--- config.mk ---
export PLATFORM = sky130hd
export DESIGN_NAME = memory_demux
export DESIGN_NICKNAME = d
export VERILOG_FILES = /design/src/rtl/memory_demux.sv
export SDC_FILE = /design/constraint.sdc
export NUM_CORES = 2
export LEC_CHECK = 0
export BUFFER_PORTS_ARGS = -buffer_cell sky130_fd_sc_hd__buf_2
export CORE_ASPECT_RATIO = 0.5
export CORE_MARGIN = 2
export CORE_UTILIZATION = 30
export CTS_CLUSTER_SIZE = 8
export DETAILED_ROUTE_END_ITERATION = 16
export SKIP_CTS_REPAIR_TIMING = 1
export SYNTH_ARGS = -nofsm -noshare
export SYNTH_HDL_FRONTEND = slang
export SYNTH_SLANG_ARGS = --single-unit
--- constraint.sdc ---
create_clock -name clk -period 31.8 [get_ports clk]
set_input_delay 4.77 -clock clk [delete_from_list [all_inputs] [get_ports clk]]
set_output_delay 4.77 -clock clk [all_outputs]
set_load 0.01 [all_outputs]
--- src/rtl/memory_demux.sv ---
// Dual-bank writer for SHA-256 A..H state: one staged write commits to bank 1 or 2, init loads the IV into both.
// Optional feed-forward accumulate (bank += input) is built only when MEMORY_DEMUX_ACCUM_EN is defined.
module memory_demux #(
  parameter bit RST_LOAD_IV = 1'b0
) (
  input  logic        clk,
  input  logic        rst,
  input  logic        init,
  input  logic        wr_valid,
  output logic        wr_ready,
  input  logic        addr,
  input  logic        wr_acc,
  input  logic [31:0] in_A,
  input  logic [31:0] in_B,
  input  logic [31:0] in_C,
  input  logic [31:0] in_D,
  input  logic [31:0] in_E,
  input  logic [31:0] in_F,
  input  logic [31:0] in_G,
  input  logic [31:0] in_H,
  output logic [31:0] out_A_1,
  output logic [31:0] out_B_1,
  output logic [31:0] out_C_1,
  output logic [31:0] out_D_1,
  output logic [31:0] out_E_1,
  output logic [31:0] out_F_1,
  output logic [31:0] out_G_1,
  output logic [31:0] out_H_1,
  output logic [31:0] out_A_2,
  output logic [31:0] out_B_2,
  output logic [31:0] out_C_2,
  output logic [31:0] out_D_2,
  output logic [31:0] out_E_2,
  output logic [31:0] out_F_2,
  output logic [31:0] out_G_2,
  output logic [31:0] out_H_2,
  output logic [1:0]  bank_valid
);

  typedef enum logic [1:0] {IDLE, INIT, COMMIT} state_t;

  // Packed so that IV[0] is word A and IV[7] is word H.
  localparam logic [7:0][31:0] IV = {
    32'h5be0cd19, 32'h1f83d9ab, 32'h9b05688c, 32'h510e527f,
    32'ha54ff53a, 32'h3c6ef372, 32'hbb67ae85, 32'h6a09e667
  };

  state_t      state_q;
  logic [31:0] bank1_q  [8];
  logic [31:0] bank2_q  [8];
  logic [31:0] stage_q  [8];
  logic [31:0] commit_d [8];
  logic [31:0] in_w     [8];
  logic        stage_addr_q;
  logic [1:0]  bank_valid_q;

  function automatic logic [31:0] rst_word(input logic [2:0] idx);
    return RST_LOAD_IV ? IV[idx] : 32'h0;
  endfunction

  assign in_w[0] = in_A;
  assign in_w[1] = in_B;
  assign in_w[2] = in_C;
  assign in_w[3] = in_D;
  assign in_w[4] = in_E;
  assign in_w[5] = in_F;
  assign in_w[6] = in_G;
  assign in_w[7] = in_H;

  assign wr_ready = (state_q == IDLE) & ~init;

`ifdef MEMORY_DEMUX_ACCUM_EN
  logic stage_acc_q;

  // Per-word add, carry out of each word discarded.
  always_comb begin
    for (int i = 0; i < 8; i++) begin
      commit_d[i[2:0]] = stage_q[i[2:0]];
      if (stage_acc_q)
        commit_d[i[2:0]] = (stage_addr_q ? bank2_q[i[2:0]] : bank1_q[i[2:0]]) + stage_q[i[2:0]];
    end
  end
`else
  logic unused_acc;
  assign unused_acc = wr_acc;

  always_comb begin
    for (int i = 0; i < 8; i++) commit_d[i[2:0]] = stage_q[i[2:0]];
  end
`endif

  always_ff @(posedge clk or posedge rst) begin
    if (rst) begin
      state_q      <= IDLE;
      stage_addr_q <= 1'b0;
      bank_valid_q <= 2'b00;
`ifdef MEMORY_DEMUX_ACCUM_EN
      stage_acc_q  <= 1'b0;
`endif
      for (int i = 0; i < 8; i++) begin
        bank1_q[i[2:0]] <= rst_word(i[2:0]);
        bank2_q[i[2:0]] <= rst_word(i[2:0]);
        stage_q[i[2:0]] <= 32'h0;
      end
    end else begin
      case (state_q)
        IDLE: begin
          if (init) begin
            state_q <= INIT;
          end else if (wr_valid && wr_ready) begin
            stage_addr_q <= addr;
`ifdef MEMORY_DEMUX_ACCUM_EN
            stage_acc_q  <= wr_acc;
`endif
            for (int i = 0; i < 8; i++) stage_q[i[2:0]] <= in_w[i[2:0]];
            state_q <= COMMIT;
          end
        end
        INIT: begin
          for (int i = 0; i < 8; i++) begin
            bank1_q[i[2:0]] <= IV[i[2:0]];
            bank2_q[i[2:0]] <= IV[i[2:0]];
          end
          bank_valid_q <= 2'b11;
          state_q      <= IDLE;
        end
        COMMIT: begin
          if (stage_addr_q) begin
            for (int i = 0; i < 8; i++) bank2_q[i[2:0]] <= commit_d[i[2:0]];
            bank_valid_q[1] <= 1'b1;
          end else begin
            for (int i = 0; i < 8; i++) bank1_q[i[2:0]] <= commit_d[i[2:0]];
            bank_valid_q[0] <= 1'b1;
          end
          state_q <= IDLE;
        end
        default: state_q <= IDLE;
      endcase
    end
  end

  assign out_A_1 = bank1_q[0];
  assign out_B_1 = bank1_q[1];
  assign out_C_1 = bank1_q[2];
  assign out_D_1 = bank1_q[3];
  assign out_E_1 = bank1_q[4];
  assign out_F_1 = bank1_q[5];
  assign out_G_1 = bank1_q[6];
  assign out_H_1 = bank1_q[7];
  assign out_A_2 = bank2_q[0];
  assign out_B_2 = bank2_q[1];
  assign out_C_2 = bank2_q[2];
  assign out_D_2 = bank2_q[3];
  assign out_E_2 = bank2_q[4];
  assign out_F_2 = bank2_q[5];
  assign out_G_2 = bank2_q[6];
  assign out_H_2 = bank2_q[7];
  assign bank_valid = bank_valid_q;

endmodule

After elaboration in Yosys (flattened, before gate mapping)
Cells that the tools add are included.

Bits in registers: 773. Output and inout port bits: 515.

Eq/ne operators: 5. Mux-type cells: 10. Bitwise gates (word level): 2. Reductions and logical operators: 6.

Operators by type and width (count): $pmux 256 s2 (2); $mux 256 (2); $mux 2 (3); $ne 2x2->1 const B (2); $pmux 2 s2 (1); $reduce_and 2->1 (2); $ne 3x2->1 const B (1); $reduce_and 3->1 (1); $eq 2x1->1 const B (1); $eq 2x2->1 const B (1); $logic_not 2->1 (1); $mux 1 (2); $reduce_bool 2->1 (1); $and 1x1->1 (1); $logic_and 1x1->1 (1); $not 1->1 (1).

Depth between registers and ports, before layout
Depth after elaboration: 6. Gate-level depth with buffers: 7. Gate-level depth less buffers: 3.

Worst setup path after synthesis
Ideal clock, no wire load.

Path kind: input to output. Start point: input init. End point: output wr_ready. Arrival: 4.982 ns. Data required time: 27.030 ns. Slack: 22.048 ns. Stages on the path: 1. Path through: nor3_2.

Word-level cells in the longest chain between the ends: 2.

Ends and longest elaborated chain: start, declared (line 8) `input logic init,`; $not 1->1 (no source line); $and 1x1->1 (line 70) `assign wr_ready = (state_q == IDLE) & ~init;`; end, declared (line 10) `output logic wr_ready,`.

No other way between the ends.

Final worst setup path
Same ends and word-level chain as after synthesis.

==> results.toml <==
[run_status]
status = "completed"

[timing]
finalHoldWorstSlack_ns = 0.470
max_freq_ghz = 0.0962
final-max-slew-violation-count = 0
min_period_over_period_pct = 32.7
worst_slack_ns = 21.41
max_slew.worst_pin.slew_ns = 1.18
setup_viol = 0
finalCriticalPeriod_ns = 10.39
totalNegativeSetupSlack_ns = 0
clock_skew_ns = 0.0353
relSlewSlack_pct = 21.5
final_hold_viol_count = 0
rsz0062_at_grt = "no"

[power]
power.internal_w = 0.00196
p_sw_w = 0.000915
peakVddDrop_mv = 0.0479
combPwrFrac_pct = 18.0
p_clk_share_pct = 36.4
seqPwrFrac_pct = 45.7
power_leakage_nw = 19.0
p_sw_share_pct = 31.8
p_per_area_mw_per_mm2 = 71.8

[grt]
grt.met2_usage_pct = 33.3
grt_pass1_wl_mm = 171
met1_usage_pct = 25.4
antenna_found_initial = 25
grt_max_degree = 192
gr-usage-all-layers_pct = 20.1
grt-ovfl-total = 0
grt_util_met3_pct = 3.46
grt_pass1_vias = 25500
busiest_layer = "met2"

[critical_path]
cp_top_family = "simple AND/OR/NAND/NOR gates"
crit_buf_inv = 2
r2r_start = "state_q[0]$_DFFE_PP0P_"
reg2reg_slack_ns = 27.51
r2r-end = "commit_d[57]$_DFFE_PP0P_"
critPathSlowestCell = "nor3_2"
crit_cells = 3
crit_end = "wr_ready"
crit_fanout = 3
required_ns = 27.03
cpMostUsedCell = "buf_2"
slowest_delay_ns = 0.49
cp-end-kind = "output pin"
worstPathCellList = "buf_2, nor3_2, buf_2"
r2r_cells = 5
worstPathArrival_ns = 5.62
critPathLaunch = "init"
start_kind = "primary input"
crit_type = "primary input to output pin"

[final_layout]
largest_reg_flops = 256
drive_gt1_share_pct = 27.7
syn_to_final_growth_pct = 23.4
fin_util_pct = 37.2
final_nets = 3645

[clock_network]
cts_root_buf = "clkbuf_16"
cts_tree = "done"
cts.path.max_buffers = 3
cts.sinks = 773
cts_buffers = 107
clk_pin_slew_ns = 0.05
clkLatencyLatePin_ns = 0.70
h-tree-depth = 3

[route]
detail-route-antenna-nets = 0
drt-pass1-iter-count = 6
drcViolationCount = 0
wl_per_cell_um = 23.8
wirelength_mm = 115
drt-initial-drc-count = 2477
vias_per_cell = 5.37
num_vias = 26000

[floorplan]
die_x_um = 469
dieArea_sq_mm = 0.111
io_pins = 777
die_h_um = 236
num_rows = 85
fp.coreArea_sq_mm = 0.107
initial_utilization_pct = 30.2

[synth]
ys_ff_latch = 773
syn_inst = 2723
synth_cell_types = 27
netlist_top_cells_area = "dfrtp_1 (60%), mux2_1 (8.9%), o32ai_1 (7.3%)"
netlist_area_sq_mm = 0.0324
yosysWarnings = 0
netlist.area_leader.share_pct = 59.7
syn_nets = 2985
avgSynthCellArea_sq_um = 11.9
ys_seq_area_share_pct = 59.7
synth_area_leader_cell = "dfrtp_1"

[hold_path]
hp-class = "register to register"

[place]
place.gp.congestion = 0.881
place_hpwl_mm = 74.6
place_worst_setup_slack_ns = 21.36
port-buffer-count = 775

[job]
drv_cap = 0
## layer usage
metal	share of wire (%)	vias to the layer above	routed length (um)
met2	49	937	57100
met3	4.9	281	5640
met4	5.4	4	6230
li1	-	11300	-
met1	40	13500	46300
met5	0.023	-	27
## worst register-to-register path: stages, from the launching register on
cell	delay (ns)
dfrtp_1	0.59
nor3_2	0.65
and2_4	0.64
buf_4	0.81
buf_4	0.96
mux2_1	0.50
## worst min path at each step
stage	to	cells past startpoint	startpoint	slack, ns
global route	out_A_2[28]$_DFFE_PP0P_	2	out_A_2[28]$_DFFE_PP0P_	0.51
finish	bank_valid[0]$_DFFE_PP0P_	1	bank_valid[0]$_DFFE_PP0P_	0.47
CTS	bank_valid[0]$_DFFE_PP0P_	1	bank_valid[0]$_DFFE_PP0P_	0.47
detailed placement	bank_valid[0]$_DFFE_PP0P_	1	bank_valid[0]$_DFFE_PP0P_	0.46
floorplan	commit_d[227]$_DFFE_PP0P_	1	commit_d[227]$_DFFE_PP0P_	0.48
global placement	bank_valid[0]$_DFFE_PP0P_	1	bank_valid[0]$_DFFE_PP0P_	0.45
## power by group through the flow
stage / logic (W) / clock network [W] / registers, W
6_report: 0.000516 / 0.00104 / 0.00131
5_1_grt: 0.000554 / 0.00112 / 0.00134
4_1_cts: 0.000521 / 0.00107 / 0.00131
3_5_place_dp: 0.000520 / 0 / 0.00132
3_3_place_gp: 0.000509 / 0 / 0.00131
2_1_floorplan: 0.000252 / 0 / 0.00132
## kinds of logic after synthesis
group	count (synthesis)	share of synthesized area, %
mux	256	8.89
compound gates	773	19.3
buf+inv	396	6.02
flops	773	59.7
simple gates	525	6.17
## metrics by stage
stage	cells	cell area (sq um)	power, W
finish	4851	40000	0.00287
global route	4848	40000	0.00301
CTS	4829	40000	0.00290
floorplan	2723	32400	0.00158
global placement	4709	37000	0.00182
detailed placement	4709	37000	0.00184
## cell usage after synthesis
cell / count
a21o_1: 121
a21oi_1: 137
a21oi_2: 1
a32o_1: 120
a32oi_1: 120
and2_1: 2
buf_1: 20
buf_12: 2
buf_2: 67
buf_4: 7
buf_6: 13
buf_8: 20
clkbuf_1: 129
dfrtp_1: 773
inv_1: 137
inv_2: 1
mux2_1: 256
nand2_1: 242
nand2b_1: 1
nand3_1: 1
nor2_1: 273
nor2b_1: 2
nor3_2: 1
nor3b_1: 2
o21ai_0: 2
o32ai_1: 272
or3_1: 1
## layout make-up
type / count / area (sq um)
clock inverters: 7 / 173
clock buffers: 113 / 2750
multi-input cells: 1554 / 11200
repair buffers: 809 / 4170
well taps: 1435 / 1800
inverters: 138 / 533
flip-flops and latches: 773 / 19300
diodes: 22 / 55.1
fillers: 10600 / 67400
## layout by cell type, fill, tap and decap left out, types with 3 or more instances in the layout
cell	Yosys	routed
buf_12	2	3
a21oi_1	137	136
a32o_1	120	120
a21o_1	121	120
a32oi_1	120	120
o32ai_1	272	272
dfrtp_1	773	772
clkbuf_16	0	108
mux2_1	256	256
buf_2	67	775
buf_4	7	31
clkinv_16	0	3
nor2_1	273	273
clkbuf_8	0	3
nand2_1	242	241
diode_2	0	22
inv_1	137	136
No activity file was read; power rests on OpenSTA's default activity.
